--- config.mk ---
export PLATFORM = sky130hd
export DESIGN_NAME = regfile_rename
export DESIGN_NICKNAME = d
export VERILOG_FILES = /design/src/rtl/regfile_rename_pkg.sv /design/src/rtl/regfile_read_port.sv /design/src/rtl/regfile_rename.sv
export SDC_FILE = /design/constraint.sdc
export NUM_CORES = 2
export LEC_CHECK = 0
export ABC_AREA = 1
export CAP_MARGIN = 20
export CORE_UTILIZATION = 35
export DETAILED_ROUTE_END_ITERATION = 10
export PLACE_DENSITY = 0.46
export SYNTH_ARGS = -nofsm -noshare
export SYNTH_HDL_FRONTEND = slang
export SYNTH_SLANG_ARGS = --single-unit
--- constraint.sdc ---
create_clock -name clk -period 4.8 [get_ports clk]
set_input_delay 0.48 -clock clk [delete_from_list [all_inputs] [get_ports clk]]
set_output_delay 0.48 -clock clk [all_outputs]
set_load 0.01 [all_outputs]
--- src/rtl/regfile_rename_pkg.sv ---
// Shared constants for the architectural register file and rename table.
// Optional commit bypass is enabled by REGFILE_COMMIT_BYPASS_EN.
package regfile_rename_pkg;

  localparam int REG_NUM    = 32;
  localparam int REG_WIDTH  = 5;
  localparam int DATA_WIDTH = 32;
  localparam int TAG_WIDTH  = 5;

  localparam logic TRUE  = 1'b1;
  localparam logic FALSE = 1'b0;

  localparam logic [TAG_WIDTH-1:0]  EMPTY_TAG  = '0;
  localparam logic [DATA_WIDTH-1:0] EMPTY_DATA = '0;

  function automatic logic is_x0(
    input logic [REG_WIDTH-1:0] idx
  );
    return idx == '0;
  endfunction

endpackage

--- src/rtl/regfile_read_port.sv ---
// One combinational source-operand read port: x0 forcing and,
// with REGFILE_COMMIT_BYPASS_EN, same-cycle forwarding of the commit.
module regfile_read_port
  import regfile_rename_pkg::*;
#(
  parameter int DATA_W = DATA_WIDTH,
  parameter int TAG_W  = TAG_WIDTH,
  parameter int ADDR_W = REG_WIDTH
) (
  input  logic [ADDR_W-1:0] addr,
  input  logic [DATA_W-1:0] reg_data,
  input  logic [TAG_W-1:0]  reg_tag,
  input  logic              commit_vld,
  input  logic [ADDR_W-1:0] commit_rd,
  input  logic [DATA_W-1:0] commit_data,
  input  logic [TAG_W-1:0]  commit_tag,
  output logic [DATA_W-1:0] data,
  output logic [TAG_W-1:0]  tag
);

`ifndef REGFILE_COMMIT_BYPASS_EN
  logic unused_bp;
  assign unused_bp = ^{commit_vld, commit_rd,
                       commit_data, commit_tag};
`endif

  // Select stored value, optionally forward commit, force x0.
  always_comb begin
    data = reg_data;
    tag  = reg_tag;
`ifdef REGFILE_COMMIT_BYPASS_EN
    if (commit_vld &&
        commit_rd == addr &&
        reg_tag == commit_tag) begin
      data = commit_data;
      tag  = '0;
    end
`endif
    if (addr == '0) begin
      data = '0;
      tag  = '0;
    end
  end

endmodule

--- src/rtl/regfile_rename.sv ---
// Architectural register file with per-register rename tags.
// Build option: REGFILE_COMMIT_BYPASS_EN forwards commits to reads.
module regfile_rename
  import regfile_rename_pkg::*;
#(
  parameter int REG_NUM = 32,
  parameter int DATA_W  = 32,
  parameter int TAG_W   = 5,
  parameter int ADDR_W  = 5
) (
  input  logic              clk,
  input  logic              rst,
  input  logic              rdy,
  input  logic              clear,
  input  logic [ADDR_W-1:0] rs1_addr,
  output logic [DATA_W-1:0] rs1_data,
  output logic [TAG_W-1:0]  rs1_tag,
  input  logic [ADDR_W-1:0] rs2_addr,
  output logic [DATA_W-1:0] rs2_data,
  output logic [TAG_W-1:0]  rs2_tag,
  input  logic              rename_en,
  input  logic [ADDR_W-1:0] rename_rd,
  input  logic [TAG_W-1:0]  rename_tag,
  input  logic              commit_en,
  input  logic [ADDR_W-1:0] commit_rd,
  input  logic [DATA_W-1:0] commit_data,
  input  logic [TAG_W-1:0]  commit_tag
);

  logic [DATA_W-1:0] data_q [REG_NUM];
  logic [TAG_W-1:0]  tag_q  [REG_NUM];

  logic [REG_NUM-1:0] cm_hit;
  logic [REG_NUM-1:0] rn_hit;
  logic               commit_vld;

  assign commit_vld = commit_en && rdy;

  // Decode which register each write port targets.
  always_comb begin
    cm_hit = '0;
    rn_hit = '0;
    for (int i = 1; i < REG_NUM; i++) begin
      cm_hit[i] = commit_en &&
                  commit_rd == ADDR_W'(i);
      rn_hit[i] = rename_en &&
                  rename_rd == ADDR_W'(i);
    end
  end

  // Commit writes data; tags follow clear > rename > retire.
  always_ff @(posedge clk) begin
    if (rst) begin
      for (int i = 0; i < REG_NUM; i++) begin
        data_q[i] <= '0;
        tag_q[i]  <= '0;
      end
    end else if (rdy) begin
      for (int i = 1; i < REG_NUM; i++) begin
        if (cm_hit[i])
          data_q[i] <= commit_data;
        if (clear)
          tag_q[i] <= '0;
        else if (rn_hit[i])
          tag_q[i] <= rename_tag;
        else if (cm_hit[i] &&
                 tag_q[i] == commit_tag)
          tag_q[i] <= '0;
      end
    end
  end

  regfile_read_port #(
    .DATA_W (DATA_W),
    .TAG_W  (TAG_W),
    .ADDR_W (ADDR_W)
  ) u_rd1 (
    .addr        (rs1_addr),
    .reg_data    (data_q[rs1_addr]),
    .reg_tag     (tag_q[rs1_addr]),
    .commit_vld  (commit_vld),
    .commit_rd   (commit_rd),
    .commit_data (commit_data),
    .commit_tag  (commit_tag),
    .data        (rs1_data),
    .tag         (rs1_tag)
  );

  regfile_read_port #(
    .DATA_W (DATA_W),
    .TAG_W  (TAG_W),
    .ADDR_W (ADDR_W)
  ) u_rd2 (
    .addr        (rs2_addr),
    .reg_data    (data_q[rs2_addr]),
    .reg_tag     (tag_q[rs2_addr]),
    .commit_vld  (commit_vld),
    .commit_rd   (commit_rd),
    .commit_data (commit_data),
    .commit_tag  (commit_tag),
    .data        (rs2_data),
    .tag         (rs2_tag)
  );

  // A rename must always carry a real ROB tag.
  a_rename_tag : assert property (
    @(posedge clk) disable iff (rst)
    rename_en |-> rename_tag != EMPTY_TAG
  );

endmodule

==> metrics <==
status finished, final reports clean; GR Overflow Total 0; Met3 Wirelength approximately 27,000 µm; First DRT Iteration DRCs around 7,500; Max-slew headroom slightly above 20%; number of synthesized register bits approximately 1,100; Detail Route met2 WL approximately 130,000 µm; Slew Viols, Final 0; DR pass1 iterations 9; pin count of the biggest net entering global routing 143; Filler cells roughly 19,000; Starting Density 35.4%; delay of the slowest critical-path stage around 570 ps; CP startpoint rs2_addr[0]; CP startpoint kind input port; Synth Net Count roughly 8,500; CTS tree yes; Post-Route WL around 290,000 µm; switching power about 7.9 mW; met1 wire length between 100,000 and 150,000 µm; Critical Path RT between 4000 and 5000 ps; Worst EP arrival approximately 3400 ps; chip width 433 µm; crit-path max FO just under 60; htree depth 4; Via Count 60,736; Distinct cells, synth 24; clk_lat worst skew around 800 ps; sequential power share approximately 45%; initial antenna violation count 4; Setup crit end kind primary output; HP Start rst; Setup CP Type input port to primary output; RSZ-0062 raised after global routing no; FMAX roughly 0.26 GHz; Combinational Power Share 15.6%; Syn Inst Count 8,392; worst slack, placed between 1000 and 1500 ps; Leak 30.6 nW; clock slew at the register clock pins of the worst setup and hold paths around 60 ps; core box area approximately 180,000 µm²; GR Util All Layers a little under a third; slowest CP cell clkdlybuf4s50_1; fin crit share just over 80%; Residual DRC 0; setup TNS 0 ps; Clock power frac 39.5%; die area ~190,000 µm²; reg2reg start tag_q[27][2]; total CTS buffers approximately 140; worst min-delay path class input port to register; post-CTS setup buffers 0; crit path cell chain buf_8 -> inv_8 -> nor2_4 -> buf_12 -> nand2_1 -> nand3_1 -> nand3_1 -> nand3_1 -> nand2_1 -> clkdlybuf4s50_1; PnR worst setup slack approximately 920 ps; mean area per synthesized cell between 7 and 8 µm²; clk root buf clkbuf_16; Max-cap violations 0; vias per cell 5.60; Worst Tran Pin Value 1200 ps; CTS Buffer Depth 3; chip height 433 µm; IO Pins roughly 140; VDD IR max 0.000388 V; cell area after synthesis between 60,000 and 70,000 µm²; vias in the first global route 57,238; worst hold slack between 400 and 500 ps; Area Overhead vs Synth 13.7%; final net count ~8,400; pwr/cell area 362 nW/µm²; Switching Share between 20% and 30%; num rows between 150 and 200; P_int 18.9 mW; DR top layer met5; Final Util 40.2%; first-pass GRT wire length 414,000 µm; placed insts 10,602; # clock sinks 1,147; CTS resizes 0; layout cell share with drive strength beyond 1 between 5 and 6%; Final Setup Violations 0; WL/cell roughly 27 µm; synth warn 0; crit path time final 3880 ps; HPWL after detailed placement about 160,000 µm; Final Hold Viols 0; Final Wtd Congestion roughly 0.94; register area share after synthesis between 50% and 60%; Layout Skew roughly 12 ps; hold_buf cts 0; fin cells around 11,000; Final ANT Viol Nets 0; most frequent cell on the critical path nand3_1; buffers added on ports approximately 140
[layer usage]
metal / vias up / global-route usage, %
met2: 3443 / 47.4
met3: 659 / 4.76
met4: 2 / 12.7
met5: - / 0
li1: 27173 / -
met1: 29459 / 42.2
[cells in the final DEF, fill, tap and decap left out, types with 3 or more instances in the layout]
cell type and count:
inv_2 8, o21ai_0 34, buf_4 160, nor2_4 3, clkinv_2 22, xor2_1 31, nand3_1 1757, inv_4 3
clkinvlp_4 5, inv_1 754, xnor2_1 30, buf_12 59, buf_8 4, inv_8 3, edfxtp_1 1147, clkinv_1 63
or2_2 3, bufinv_16 10, clkdlybuf4s50_1 128, clkbuf_1 29, clkbuf_16 144, a21oi_1 301, o21ai_4 9, nand2_1 2521
o22ai_1 50, nor2_1 1010, nand2_2 39, buf_2 5, nor3_1 19, nand4_1 19, inv_6 9, clkinv_8 5
[cell families (layout without fill, tap and decap cells)]
group,after synthesis,count (layout),share of synthesized area [%]
AOI/OAI and AO/OA,396,396,3.15
DFF,1147,1147,52.9
xor gates and xnor gates,61,61,0.820
buffers and inverters,1416,1414,8.70
other,0,1,0
and+or+nand+nor,5372,5372,34.5
[registers in the layout, summed over array words and instances (netlist names)]
name / count
tag_q: 155
data_q: 992
[worst max-delay path: cells and delay by family]
kind	cells	cell delay (ps)
buffers and inverters	4	1430
AND/OR/NAND/NOR	6	1330
[cells in the mapped netlist, drive strengths merged]
library cell / instances / area (µm²)
o21ai: 43 / 215
xnor2: 30 / 263
a22o: 1 / 8.76
buf: 310 / 1520
nand3: 1757 / 8790
or2: 3 / 18.8
a31oi: 1 / 6.26
clkinv: 34 / 128
o22ai: 50 / 313
clkbuf: 302 / 1130
xor2: 31 / 272
a21oi: 301 / 1510
nand4: 19 / 119
edfxtp: 1147 / 34400
nand2: 2560 / 9610
inv: 770 / 2890
nor2: 1013 / 3810
nor3: 20 / 111
[area by class of cell]
type / instances / area (µm²) / area share (%)
diodes: 1 / 2.50 / 0.00338
flip-flops and latches: 1147 / 34400 / 46.5
multi-input cells: 5829 / 25300 / 34.1
clock inverters: 79 / 719 / 0.972
clock buffers: 173 / 3710 / 5.01
well taps: 2464 / 3080 / 4.16
inverters: 804 / 3060 / 4.13
repair buffers: 358 / 3770 / 5.10
[power by group through the flow]
stage | Combinational, mW | Sequential (mW) | Clock (mW)
floorplan | 2.30 | 12.2 | 0
global route | 4.45 | 12.1 | 11.1
finish | 4.17 | 12.0 | 10.6
detailed placement | 4.09 | 12.2 | 0
CTS | 4.10 | 12.0 | 10.7
global placement | 4.08 | 12.2 | 0
[per-stage QoR]
stage | cell area (µm²) | power, mW
detailed placement | 69600 | 16.3
global route | 74000 | 27.6
global placement | 69600 | 16.3
finish | 74100 | 26.8
CTS | 74000 | 26.8
floorplan | 65200 | 14.5
[final timing paths]
check | endpoint | slack, ps | depth (start not counted)
setup reg to reg | tag_q[27][2] | 2890 | 5
hold reg to reg | tag_q[7][3] | 950 | 4
setup / recovery | rs2_data[4] | 920 | 10
hold / removal | data_q[27][27] | 450 | 4
Power figures use the tool's default switching activity.
